[config.mk]
export PLATFORM = sky130hd
export DESIGN_NAME = video_timing_gen
export DESIGN_NICKNAME = d
export VERILOG_FILES = /design/src/rtl/video_timing_gen_pkg.sv /design/src/rtl/video_delay_line.sv /design/src/rtl/video_timing_gen.sv
export SDC_FILE = /design/constraint.sdc
export NUM_CORES = 1
export LEC_CHECK = 0
export ABC_AREA = 1
export ABC_CLOCK_PERIOD_IN_PS = 2650
export CORE_ASPECT_RATIO = 0.75
export CORE_MARGIN = 5
export CORE_UTILIZATION = 50
export DETAILED_ROUTE_END_ITERATION = 6
export PLACE_DENSITY = 0.73
export SYNTH_ARGS = -nofsm -noshare
export SYNTH_HDL_FRONTEND = slang
export SYNTH_SLANG_ARGS = --single-unit
[constraint.sdc]
create_clock -name i_clk -period 2.65 [get_ports i_clk]
set_input_delay 0.6625 -clock i_clk [delete_from_list [all_inputs] [get_ports i_clk]]
set_output_delay 0.6625 -clock i_clk [all_outputs]
set_load 0.02 [all_outputs]
[src/rtl/video_timing_gen_pkg.sv]
// Shared raster constants, stage-0 control bus type and timing derivation helpers
// for video_timing_gen.
package video_timing_gen_pkg;

    // 640x480@60 (25.175 MHz pixel clock)
    localparam int unsigned VGA_H_DISPLAY = 640;
    localparam int unsigned VGA_H_FRONT   = 16;
    localparam int unsigned VGA_H_SYNC    = 96;
    localparam int unsigned VGA_H_BACK    = 48;
    localparam int unsigned VGA_V_DISPLAY = 480;
    localparam int unsigned VGA_V_FRONT   = 10;
    localparam int unsigned VGA_V_SYNC    = 2;
    localparam int unsigned VGA_V_BACK    = 33;

    // 800x600@60 (40 MHz pixel clock)
    localparam int unsigned SVGA_H_DISPLAY = 800;
    localparam int unsigned SVGA_H_FRONT   = 40;
    localparam int unsigned SVGA_H_SYNC    = 128;
    localparam int unsigned SVGA_H_BACK    = 88;
    localparam int unsigned SVGA_V_DISPLAY = 600;
    localparam int unsigned SVGA_V_FRONT   = 1;
    localparam int unsigned SVGA_V_SYNC    = 4;
    localparam int unsigned SVGA_V_BACK    = 23;

    typedef struct packed {
        logic hsync;
        logic vsync;
        logic display_on;
        logic line_start;
        logic frame_start;
    } vt_ctrl_t;

    function automatic int unsigned timing_total(input int unsigned display,
                                                 input int unsigned front,
                                                 input int unsigned sync,
                                                 input int unsigned back);
        return display + front + sync + back;
    endfunction

    function automatic int unsigned sync_first(input int unsigned display,
                                               input int unsigned front);
        return display + front;
    endfunction

    function automatic int unsigned sync_last(input int unsigned display,
                                              input int unsigned front,
                                              input int unsigned sync);
        return display + front + sync - 1;
    endfunction

    function automatic int unsigned clog2(input int unsigned value);
        int unsigned result = 0;
        while ((64'(1) << result) < 64'(value)) result++;
        return result;
    endfunction

endpackage

[src/rtl/video_delay_line.sv]
// Pixel-enable qualified shift register; every stage clears asynchronously to RST_VAL.
module video_delay_line #(
    parameter int unsigned    W       = 8,
    parameter int unsigned    LAG     = 1,
    parameter logic [W-1:0]   RST_VAL = '0
) (
    input  logic         i_clk,
    input  logic         i_reset,
    input  logic         i_ce,
    input  logic [W-1:0] i_d,
    output logic [W-1:0] o_q
);

    logic [W-1:0] r_stage [LAG];

    always_ff @(posedge i_clk or posedge i_reset) begin
        if (i_reset) begin
            for (int unsigned i = 0; i < LAG; i++) r_stage[i] <= RST_VAL;
        end else if (i_ce) begin
            r_stage[0] <= i_d;
            for (int unsigned i = 1; i < LAG; i++) r_stage[i] <= r_stage[i-1];
        end
    end

    assign o_q = r_stage[LAG-1];

endmodule

[src/rtl/video_timing_gen.sv]
// Parametrised raster timing generator: stage-0 counters and framebuffer address, with
// sync/enable/position delayed LAG pixel enables to line up with the framebuffer read.
module video_timing_gen
    import video_timing_gen_pkg::*;
#(
    parameter int unsigned H_DISPLAY = VGA_H_DISPLAY,
    parameter int unsigned H_FRONT   = VGA_H_FRONT,
    parameter int unsigned H_SYNC    = VGA_H_SYNC,
    parameter int unsigned H_BACK    = VGA_H_BACK,
    parameter int unsigned V_DISPLAY = VGA_V_DISPLAY,
    parameter int unsigned V_FRONT   = VGA_V_FRONT,
    parameter int unsigned V_SYNC    = VGA_V_SYNC,
    parameter int unsigned V_BACK    = VGA_V_BACK,
    parameter logic        HSYNC_POL = 1'b0,
    parameter logic        VSYNC_POL = 1'b0,
    parameter int unsigned X_SHIFT   = 0,
    parameter int unsigned Y_SHIFT   = 0,
    parameter int unsigned LAG       = 1,
    parameter int unsigned ADDR_W    = 19,
    localparam int unsigned HW = clog2(timing_total(H_DISPLAY, H_FRONT, H_SYNC, H_BACK)),
    localparam int unsigned VW = clog2(timing_total(V_DISPLAY, V_FRONT, V_SYNC, V_BACK))
) (
    input  logic              i_clk,
    input  logic              i_reset,
    input  logic              i_pix_ce,
    output logic [ADDR_W-1:0] o_display_addr,
    output logic              o_hsync,
    output logic              o_vsync,
    output logic              o_display_on,
    output logic [HW-1:0]     o_hpos,
    output logic [VW-1:0]     o_vpos,
    output logic              o_line_start,
    output logic              o_frame_start
);

    localparam int unsigned H_TOTAL = timing_total(H_DISPLAY, H_FRONT, H_SYNC, H_BACK);
    localparam int unsigned V_TOTAL = timing_total(V_DISPLAY, V_FRONT, V_SYNC, V_BACK);
    localparam logic [HW-1:0] H_LAST    = HW'(H_TOTAL - 1);
    localparam logic [VW-1:0] V_LAST    = VW'(V_TOTAL - 1);
    localparam logic [HW-1:0] H_ACT     = HW'(H_DISPLAY);
    localparam logic [VW-1:0] V_ACT     = VW'(V_DISPLAY);
    localparam logic [VW-1:0] V_ACT_END = VW'(V_DISPLAY - 1);
    localparam logic [HW-1:0] HS_FIRST  = HW'(sync_first(H_DISPLAY, H_FRONT));
    localparam logic [HW-1:0] HS_LAST   = HW'(sync_last(H_DISPLAY, H_FRONT, H_SYNC));
    localparam logic [VW-1:0] VS_FIRST  = VW'(sync_first(V_DISPLAY, V_FRONT));
    localparam logic [VW-1:0] VS_LAST   = VW'(sync_last(V_DISPLAY, V_FRONT, V_SYNC));
    localparam logic [HW-1:0] X_MASK    = HW'((1 << X_SHIFT) - 1);
    localparam logic [VW-1:0] Y_MASK    = VW'((1 << Y_SHIFT) - 1);
    localparam longint unsigned LAST_ADDR =
        longint'(H_DISPLAY >> X_SHIFT) * longint'(V_DISPLAY >> Y_SHIFT) - 1;
    localparam int unsigned DL_W = $bits(vt_ctrl_t) + HW + VW;
    localparam logic [DL_W-1:0] DL_RST = {~HSYNC_POL, ~VSYNC_POL, 3'b000, HW'(0), VW'(0)};

    if (H_DISPLAY % (1 << X_SHIFT) != 0 || V_DISPLAY % (1 << Y_SHIFT) != 0) begin : g_bad_scale
        $error("display size is not a multiple of the replication factor");
    end
    if (H_DISPLAY < 1 || H_FRONT < 1 || H_SYNC < 1 || H_BACK < 1 ||
        V_DISPLAY < 1 || V_FRONT < 1 || V_SYNC < 1 || V_BACK < 1) begin : g_bad_timing
        $error("every timing parameter must be at least 1");
    end
    if (LAG < 1 || LAG > 4) begin : g_bad_lag
        $error("LAG must be in 1..4");
    end
    if ((LAST_ADDR >> ADDR_W) != 0) begin : g_bad_addr_w
        $error("ADDR_W too narrow for the last framebuffer address");
    end

    logic [HW-1:0]     r_hc;
    logic [VW-1:0]     r_vc;
    logic [ADDR_W-1:0] r_addr;
    logic [ADDR_W-1:0] r_line_base;
    logic              r_ce;
    logic              w_h_wrap;
    logic              w_v_wrap;
    vt_ctrl_t          w_ctrl0;
    vt_ctrl_t          w_ctrl_q;
    logic [DL_W-1:0]   w_dl_q;

    assign w_h_wrap = (r_hc == H_LAST);
    assign w_v_wrap = (r_vc == V_LAST);

    // Reset parks the counters on the last raster position so the first enable lands on (0,0).
    always_ff @(posedge i_clk or posedge i_reset) begin
        if (i_reset) begin
            r_hc <= H_LAST;
            r_vc <= V_LAST;
        end else if (i_pix_ce) begin
            if (w_h_wrap) begin
                r_hc <= '0;
                r_vc <= w_v_wrap ? '0 : r_vc + VW'(1);
            end else begin
                r_hc <= r_hc + HW'(1);
            end
        end
    end

    // Stepping off the last active pixel leaves addr at the next source line's base.
    always_ff @(posedge i_clk or posedge i_reset) begin
        if (i_reset) begin
            r_addr      <= '0;
            r_line_base <= '0;
        end else if (i_pix_ce) begin
            if (w_h_wrap) begin
                if (w_v_wrap) begin
                    r_addr      <= '0;
                    r_line_base <= '0;
                end else if (r_vc < V_ACT_END) begin
                    if ((r_vc & Y_MASK) == Y_MASK) r_line_base <= r_addr;
                    else                           r_addr      <= r_line_base;
                end
            end else if (r_vc < V_ACT && r_hc < H_ACT && (r_hc & X_MASK) == X_MASK) begin
                r_addr <= r_addr + ADDR_W'(1);
            end
        end
    end

    always_comb begin
        w_ctrl0             = '0;
        w_ctrl0.hsync       = (r_hc >= HS_FIRST && r_hc <= HS_LAST) ? HSYNC_POL : ~HSYNC_POL;
        w_ctrl0.vsync       = (r_vc >= VS_FIRST && r_vc <= VS_LAST) ? VSYNC_POL : ~VSYNC_POL;
        w_ctrl0.display_on  = (r_hc < H_ACT) && (r_vc < V_ACT);
        w_ctrl0.line_start  = (r_hc == '0);
        w_ctrl0.frame_start = (r_hc == '0) && (r_vc == '0);
    end

    video_delay_line #(
        .W       (DL_W),
        .LAG     (LAG),
        .RST_VAL (DL_RST)
    ) u_delay (
        .i_clk   (i_clk),
        .i_reset (i_reset),
        .i_ce    (i_pix_ce),
        .i_d     ({w_ctrl0, r_hc, r_vc}),
        .o_q     (w_dl_q)
    );

    // Strobes show only in the clk right after the enable that loaded them.
    always_ff @(posedge i_clk or posedge i_reset) begin
        if (i_reset) r_ce <= 1'b0;
        else         r_ce <= i_pix_ce;
    end

    assign {w_ctrl_q, o_hpos, o_vpos} = w_dl_q;
    assign o_hsync        = w_ctrl_q.hsync;
    assign o_vsync        = w_ctrl_q.vsync;
    assign o_display_on   = w_ctrl_q.display_on;
    assign o_line_start   = w_ctrl_q.line_start & r_ce;
    assign o_frame_start  = w_ctrl_q.frame_start & r_ce;
    assign o_display_addr = r_addr;

endmodule

* After elaboration in Yosys (flattened, before gate mapping)
Index checks and enable logic that the tools add are counted.
Word-level totals: register bits after elaboration 65, input port bits 3
Cells by class: add/sub/neg operators 3, magnitude comparators 6, eq/ne operators 3, multiplexer cells 7, bitwise logic cells 2, reductions and logical operators 9
Operator list (number):
- 2-to-1 mux 19 bit | 3
- adder 10 x 1 -> 10 bit (second input constant) | 2
- equality test 10 bit (second input constant) | 2
- logical NOT 10 bit | 2
- 2-to-1 mux 10 bit | 2
- adder 19 x 1 -> 19 bit (second input constant) | 1
- greater-or-equal comparator 10 bit (second input constant) | 1
- greater-or-equal comparator 10 x 9 -> 1 bit (second input constant) | 1
- <= comparator 10 bit (second input constant) | 1
- <= comparator 10 x 9 -> 1 bit (second input constant) | 1
- < comparator 10 bit (second input constant) | 1
- < comparator 10 x 9 -> 1 bit (second input constant) | 1
- logical AND 1 bit | 4
- AND reduction 3 bit | 1
- bitwise AND 1 bit | 2
- 2-to-1 mux 1 bit | 2
- != test 2 x 1 -> 1 bit (second input constant) | 1
- AND reduction 2 bit | 1
- nonzero test 2 bit | 1

* Depth between registers and ports, before layout
Gate-level depths: netlist of the first run.
depth after elaboration 4, depth in mapped cells 12, mapped depth without buffers 11

* Modules after synthesis
Synthesis of the first run repeated with hierarchy kept, for this count alone.
Unflattened totals: cells, all modules 483, area total of the unflattened synthesis 3613.5 sq um
Modules (own cells, without submodules):
- video_timing_gen | instances 1, cells an instance 376, area an instance 2642.5 sq um, sequential area each 1013.5 sq um
- video_delay_line | instances 1, cells an instance 107, area an instance 970.9 sq um, sequential area each 628.1 sq um

* Least setup slack after synthesis of the first run
OpenSTA, ideal clock, no wires.
kind flip-flop to flip-flop, from reg r_hc[0], to reg r_addr[10], in the netlist o_display_addr[10], library setup time 0.118 ns, data arrival time 1.534 ns, required time 2.532 ns, setup slack 0.998 ns, cell stages (with the launch flop) 12, path buffers 1, cells stage by stage dfstp_2 ha_1 inv_1 nor2_4 nand3_2 nor2_4 nand2_2 nand2_2 buf_6 nand2_1 nand2_1 nand2_1
On the way: cells in the longest elaborated chain, start to end 4
RTL lines:
- start: declaration | line video_timing_gen.sv:68 | logic [HW-1:0] r_hc;
- start signal: assignment | line video_timing_gen.sv:92 | r_hc <= r_hc + HW'(1);
- < comparator 10 bit | line video_timing_gen.sv:111 | end else if (r_vc < V_ACT && r_hc < H_ACT && (r_hc & X_MASK) == X_MASK) begin
- logical AND 1 bit | line video_timing_gen.sv:111
- nonzero test 2 bit (no source line)
- AND reduction 3 bit (no source line)
- end signal: assignment | line video_timing_gen.sv:109 | else r_addr <= r_line_base;
- end signal: assignment | line video_timing_gen.sv:112 | r_addr <= r_addr + ADDR_W'(1);
- end: declaration | line video_timing_gen.sv:70 | logic [ADDR_W-1:0] r_addr;
Parallel ways exist; a longest one is shown, timed or not. A chain may end at the register's enable or synchronous reset.

* Worst setup path after layout of the first run
from reg u_delay.r_stage, in the netlist u_delay.o_q[24], to out o_hsync
RTL lines:
- start: declaration | line video_delay_line.sv:14 | logic [W-1:0] r_stage [LAG];
- end: declaration | line video_timing_gen.sv:27 | output logic o_hsync,
No word-level cell between the ends.

==> summary.txt, run 1 <==
R2R cell count: 9
GR peak layer: met2
Setup TNS: 0 ns
Die width: 108 um
Worst path max stage delay: 0.60 ns
Worst-path clk slew: 0.07 ns
Cts hold-fix bufs: 0
Async SR Flop Fraction: 100%
Post-CTS setup buffer count: 0
EDFF count, synth: 0
GR Util met2: 30.1%
Initial antenna violation count: 0
Core region area: 6900 um^2
Slowest cell on crit path: clkdlybuf4s50_1
Post-cts repair resize count: 0
YS warnings: 0
Total Routing Usage GR: 20.3%
Hold Crit Endpoint: u_delay.o_q[12]$_DFFE_PP0P_
CP Depth: 1
Layout cells sized above 1: 9.33%
TritonRoute pass-1 iters: 5
Sw power: 1030 uW
WL per Instance: 14.0 um
Share of the synthesized area in the top cell type: 37.1%
Largest net degree at the start of global routing: 49
GR Util met1: 28.7%
Synth cell types: 30
Post-layout net count: 508
Clock tree buffer depth: 2
Port buffer count: 46
Synth area leader: dfrtp_1
Min-Delay Path Class: flip-flop to flip-flop
CTS buffer count: 9
Tcrit/Tclk final: 81.3%
Syn nets: 476
First-pass GRT wire length: 14,700 um
Clk Latency, worst-skew pair: 0.35 ns
RSZ-0062 raised after global routing: no
Inserted Diodes: 0
Minimum clock period: 2.16 ns
Combinational share of power: 27.5%
Clock power share: 26.0%
Arrival time worst endpoint: 1.49 ns
I/O Pins: 47
Clk_skew: 0.00853 ns
Row cnt: 26
Antenna Violating Nets Remaining: 0
Hold_sp: u_delay.o_q[12]$_DFFE_PP0P_
CP Launch Type: flip-flop
Status: complete, no violations
Worst-Margin Slew: 0.482 ns
Worst Setup Path Type: flip-flop to output port
Via density: 5.16
Final setup fails: 0
Largest cells by area after synthesis: dfrtp_1 37%, nand2_1 14%, dfstp_2 8.8%, o21ai_0 5.9%, inv_1 5.8%
Vias in the first global route: 3,016
Detailed placer's ending HPWL: 6000 um
Commonest cells in the netlist: 132 x nand2_1, 55 x inv_1, 53 x dfrtp_1, 53 x nor2_1, 42 x o21ai_0
Final Hold Fails: 0
Main synth FF type: dfrtp_1
WP buf/inv: 1
Syn Area/Cell: 7.66 um^2
Hold Crit Depth: 2
Syn Inst Count: 467
Remaining global-route overflow: 0
Power Internal: 1890 uW
Post-Route WL: 8400 um
Root buf cell: clkbuf_8
Critical R2R Capture: o_display_addr[4]$_DFFE_PP0P_
Most frequent cell after synthesis: nand2_1
Die Area: 8970 um^2
R2r setup slk: 0.67 ns
Final hold slack: 0.475 ns
Pins Over Slew Limit: 0
Max-cap violations: 0
Total power: 2920 uW
CTS tree: yes
H-tree depth: 3
Critical path data required time: 1.99 ns
TritonCTS Sinks: 65
Part of the power in registers: 46.5%
CP max FO: 2
Static Leak: 0.00197 uW
Synth Register Bits: 65
Register area share after synthesis: 45.9%
Critical R2R Launch: r_vc[0]$_DFFE_PP0P_
Max frequency: 464 MHz
Die height: 83.3 um
Pwr dens: 697 nW/um^2
Switching Fraction: 35.2%
Gp weighted congestion: 0.911
Post-Syn Area: 3580 um^2
Crit path max-delay family: buffers and inverters
Initial Util: 51.9%
Iteration-0 DRC Markers: 211
Slew headroom: 67.7%
Area growth syn-to-layout: 17.1%
Met3 Usage GRT: 6.67%
Vias: 3,106
Maximum vdd drop: 0.424 mV
Crit. End Element: output port
Drt drc: 0
Critical-path cell list: clkdlybuf4s50_1
-- routing by layer --
layer	vias up	share of wire, %
li1	1534	-
met4	0	1.4
met3	15	6.0
met1	1464	48
met5	-	0
met2	93	45
-- cell families (layout without fill, tap and decap cells) --
group           Yosys count  count (layout)  share of synthesized area [%]
xor+xnor                  8               8                           1.96
fa+ha+maj                 6               6                           2.10
simple gates            250             250                           30.5
flops                    65              65                           45.9
buf+inv                  86             123                           11.8
compound gates           52              52                           7.73
-- area by class of cell --
class | instances | area [um^2]
clock buffers | 13 | 159
flip-flops and latches | 65 | 1640
fillers | 650 | 2710
inverters | 55 | 206
well taps | 98 | 123
repair buffers | 52 | 531
clock inverters | 3 | 15.0
multi-input cells | 316 | 1510
-- through the flow --
stage	cell area, um^2	utilization, %	cells	worst slack, ns
final	4190	60.7	602	0.495
after detailed placement	4020	58.2	586	0.346
after floorplan	3580	-	467	0.381
after CTS	4190	60.7	602	0.473
after global placement	4020	58.2	586	0.401
after global routing	4190	60.7	602	0.432
-- sequential cells by signal, summed over array words and instances, names as in the netlist --
name            count
u_delay.o_q        25
r_ce                1
r_vc               10
o_display_addr     19
r_hc               10
-- worst max-delay path by stage --
stage	startpoint	end	slack, ns
detailed placement	i_pix_ce	r_hc[9]$_DFFE_PP1P_	0.35
global placement	i_pix_ce	o_display_addr[11]$_DFFE_PP0P_	0.40
CTS	u_delay.o_q[23]$_DFFE_PP1P_	o_vsync	0.47
global route	u_delay.o_q[23]$_DFFE_PP1P_	o_vsync	0.43
finish	u_delay.o_q[24]$_DFFE_PP1P_	o_hsync	0.49
floorplan	i_reset	o_display_addr[0]$_DFFE_PP0P_	0.38
-- power by group through the flow --
stage	sequential [uW]	clock, uW	combinational (uW)
final	1360	759	803
after global routing	1380	822	897
after CTS	1360	776	807
after detailed placement	1370	0	800
after global placement	1370	0	786
after floorplan	1390	0	512
-- layout by cell type (no fill, tap or decap) --
| master | instances |
|---|---|
| inv_2 | 1 |
| o21ai_1 | 2 |
| buf_12 | 2 |
| clkbuf_1 | 2 |
| nor2_2 | 1 |
| nand3b_1 | 2 |
| nand2_2 | 3 |
| nand3_1 | 25 |
| o21bai_1 | 1 |
| xor2_1 | 8 |
| clkdlybuf4s50_1 | 46 |
| a31oi_1 | 1 |
| o21ai_0 | 42 |
| inv_1 | 54 |
| nor2_4 | 3 |
| dfrtp_1 | 53 |
| a21oi_1 | 2 |
| clkbuf_8 | 11 |
| nand4_2 | 1 |
| or2_2 | 1 |
| nor3_1 | 11 |
| nor2_1 | 53 |
| nor4_1 | 1 |
| nand2_1 | 132 |
| o31ai_1 | 2 |
| nor3b_1 | 1 |
| buf_4 | 4 |
| o21ai_2 | 2 |
| clkinv_2 | 3 |
| dfstp_2 | 12 |
| ha_1 | 6 |
| nand4_1 | 13 |
| nand3_2 | 3 |
Note: power is estimated with default switching activity, not from simulation.
==> run 2: changes to the inputs <==
Settings changed: ABC_CLOCK_PERIOD_IN_PS 2650 to 1800, PLACE_DENSITY 0.73 to 0.76.
Clock period 2.65 ns to 1.8 ns, I/O delays scaled along.
==> run 2 against run 1 <==
Net effect:
- first-iteration DRC count increased by 10%
- critical endpoint is now o_hpos[7]
- global-route usage decreased by 0.16 points
- clock-buffer cell count increased by 1
- highest routed layer unchanged
- largest cell class unchanged
- clock power increased by 54%
==> summary.txt, run 2 (synthesis gave the netlist of run 1 again) <==
Status: complete, no violations
Post-Route WL: 8540 um
Largest net degree at the start of global routing: 66
TritonCTS Sinks: 65
Final hold slack: 0.465 ns
Max frequency: 571 MHz
Vias: 3,166
Tcrit/Tclk final: 97.2%
Worst path max stage delay: 0.60 ns
PnR worst setup slack: 0.0500 ns
Pre-CTS WS: -0.0974 ns
Pins Over Slew Limit: 0
Post-layout net count: 533
Placed cells: 609
Slowest cell on crit path: clkdlybuf4s50_1
Crit path max-delay family: buffers and inverters
WP buf/inv: 1
Fin cells: 627
Port buffer count: 46
Final Hold Fails: 0
Die Area: 8970 um^2
Initial Util: 51.9%
First-pass GRT wire length: 14,700 um
Total Routing Usage GR: 20.1%
TritonRoute pass-1 iters: 5
Worst Setup Path Type: flip-flop to output port
Critical-path cell list: clkdlybuf4s50_1
Power Internal: 2850 uW
Part of the power in registers: 44.9%
Clk Latency, worst-skew pair: 0.34 ns
CTS buffer count: 9
Antenna Violating Nets Remaining: 0
Post-route design area: 4440 um^2
Area growth syn-to-layout: 24.0%
Die height: 83.3 um
Clk_skew: 0.0125 ns
Combinational share of power: 28.5%
Clock tree buffer depth: 2
Pwr dens: 990 nW/um^2
Critical path data required time: 1.35 ns
Crit. End Element: output port
RSZ-0062 raised after global routing: no
Max-cap violations: 0
Via density: 5.05
Maximum vdd drop: 0.883 mV
Layout cells sized above 1: 14.2%
Worst-Margin Slew: 0.362 ns
Placement Cell Area: 4190 um^2
I/O Pins: 47
Vias in the first global route: 3,103
Drt drc: 0
Root buf cell: clkbuf_8
WL per Instance: 13.6 um
Inserted Diodes: 0
Initial antenna violation count: 0
Min-Delay Path Class: flip-flop to flip-flop
CTS tree: yes
Most frequent cells in the layout: 132 x nand2_1, 54 x inv_1, 53 x dfrtp_1
CP max FO: 2
Switching Fraction: 35.2%
R2r setup slk: 0.08 ns
H-tree depth: 3
Static Leak: 0.00235 uW
Clock power share: 26.6%
Largest register FFs: 25
Slew headroom: 75.9%
Minimum clock period: 1.75 ns
Sw power: 1550 uW
Die width: 108 um
Iteration-0 DRC Markers: 232
Worst-path clk slew: 0.07 ns
Most common cell after layout, fill and taps aside: nand2_1
Cts hold-fix bufs: 0
Remaining global-route overflow: 0
Core region area: 6900 um^2
CP Launch Type: flip-flop
Final setup fails: 0
Arrival time worst endpoint: 1.30 ns
Row cnt: 26
Gp weighted congestion: 0.933
Detailed placer's ending HPWL: 6030 um
## run 2: cell types whose count changed in the layout (fill, tap and decap cells not counted), moves of 2 or more
cell,before,now
clkdlybuf4s50_1,46,9
clkinv_2,3,1
dlygate4sd2_1,0,23
buf_4,4,27
dlymetal6s2s_1,0,14
clkinvlp_4,0,2
## run 2: power by group through the flow
stage	clock [uW]	sequential (uW)	combinational, uW
floorplan	0	2050	754
global placement	0	1980	1280
detailed placement	0	1990	1300
CTS	1190	1960	1250
global route	1260	2010	1410
finish	1170	1970	1250
## run 2: final cells by class
type | count | area [um^2]
timing repair buffer | 77 | 726
inverter | 55 | 210
clock inverter | 2 | 12.5
tap | 98 | 123
fill | 602 | 2460
multi-input combinational | 316 | 1550
clock buffer | 14 | 173
sequential | 65 | 1640
## run 2: final timing paths
path / from / end / cells past startpoint
worst max-delay path: u_delay.o_q[17]$_DFFE_PP0P_ / o_hpos[7] / 1
worst min-delay path: u_delay.o_q[10]$_DFFE_PP0P_ / u_delay.o_q[10]$_DFFE_PP0P_ / 2
worst max register to register: r_hc[0]$_DFFE_PP1P_ / r_vc[2]$_DFFE_PP1P_ / 9
worst min register to register: u_delay.o_q[10]$_DFFE_PP0P_ / u_delay.o_q[10]$_DFFE_PP0P_ / 2
max in group asynchronous: i_reset / r_vc[2]$_DFFE_PP1P_ / 3
min in group asynchronous: i_reset / o_display_addr[17]$_DFFE_PP0P_ / 3
## run 2: repair_timing
item	4_1_cts	5_1_grt
buffers inserted	0	1
resized for setup	24	22
endpoints found under the setup margin	29	36
endpoints found under the hold margin	0	0
pin swaps	0	1
gates cloned	0	1
## run 2: per-layer routing
| layer | part of all wire, % | track usage (%) | wire (um) |
|---|---|---|---|
| met1 | 48 | 27.8 | 4080 |
| met2 | 45 | 31.1 | 3810 |
| met3 | 6.2 | 5.35 | 530 |
| met4 | 1.4 | 5.73 | 123 |
| met5 | 0 | 0 | 0 |
## run 2: metrics by stage
stage               power, uW  util, %  TNS, ns
global placement         3270     60.8   -0.266
CTS                      4400     63.2        0
global route             4690     64.3        0
floorplan                2800        -        0
detailed placement       3280     60.8   -0.766
finish                   4390     64.3        0
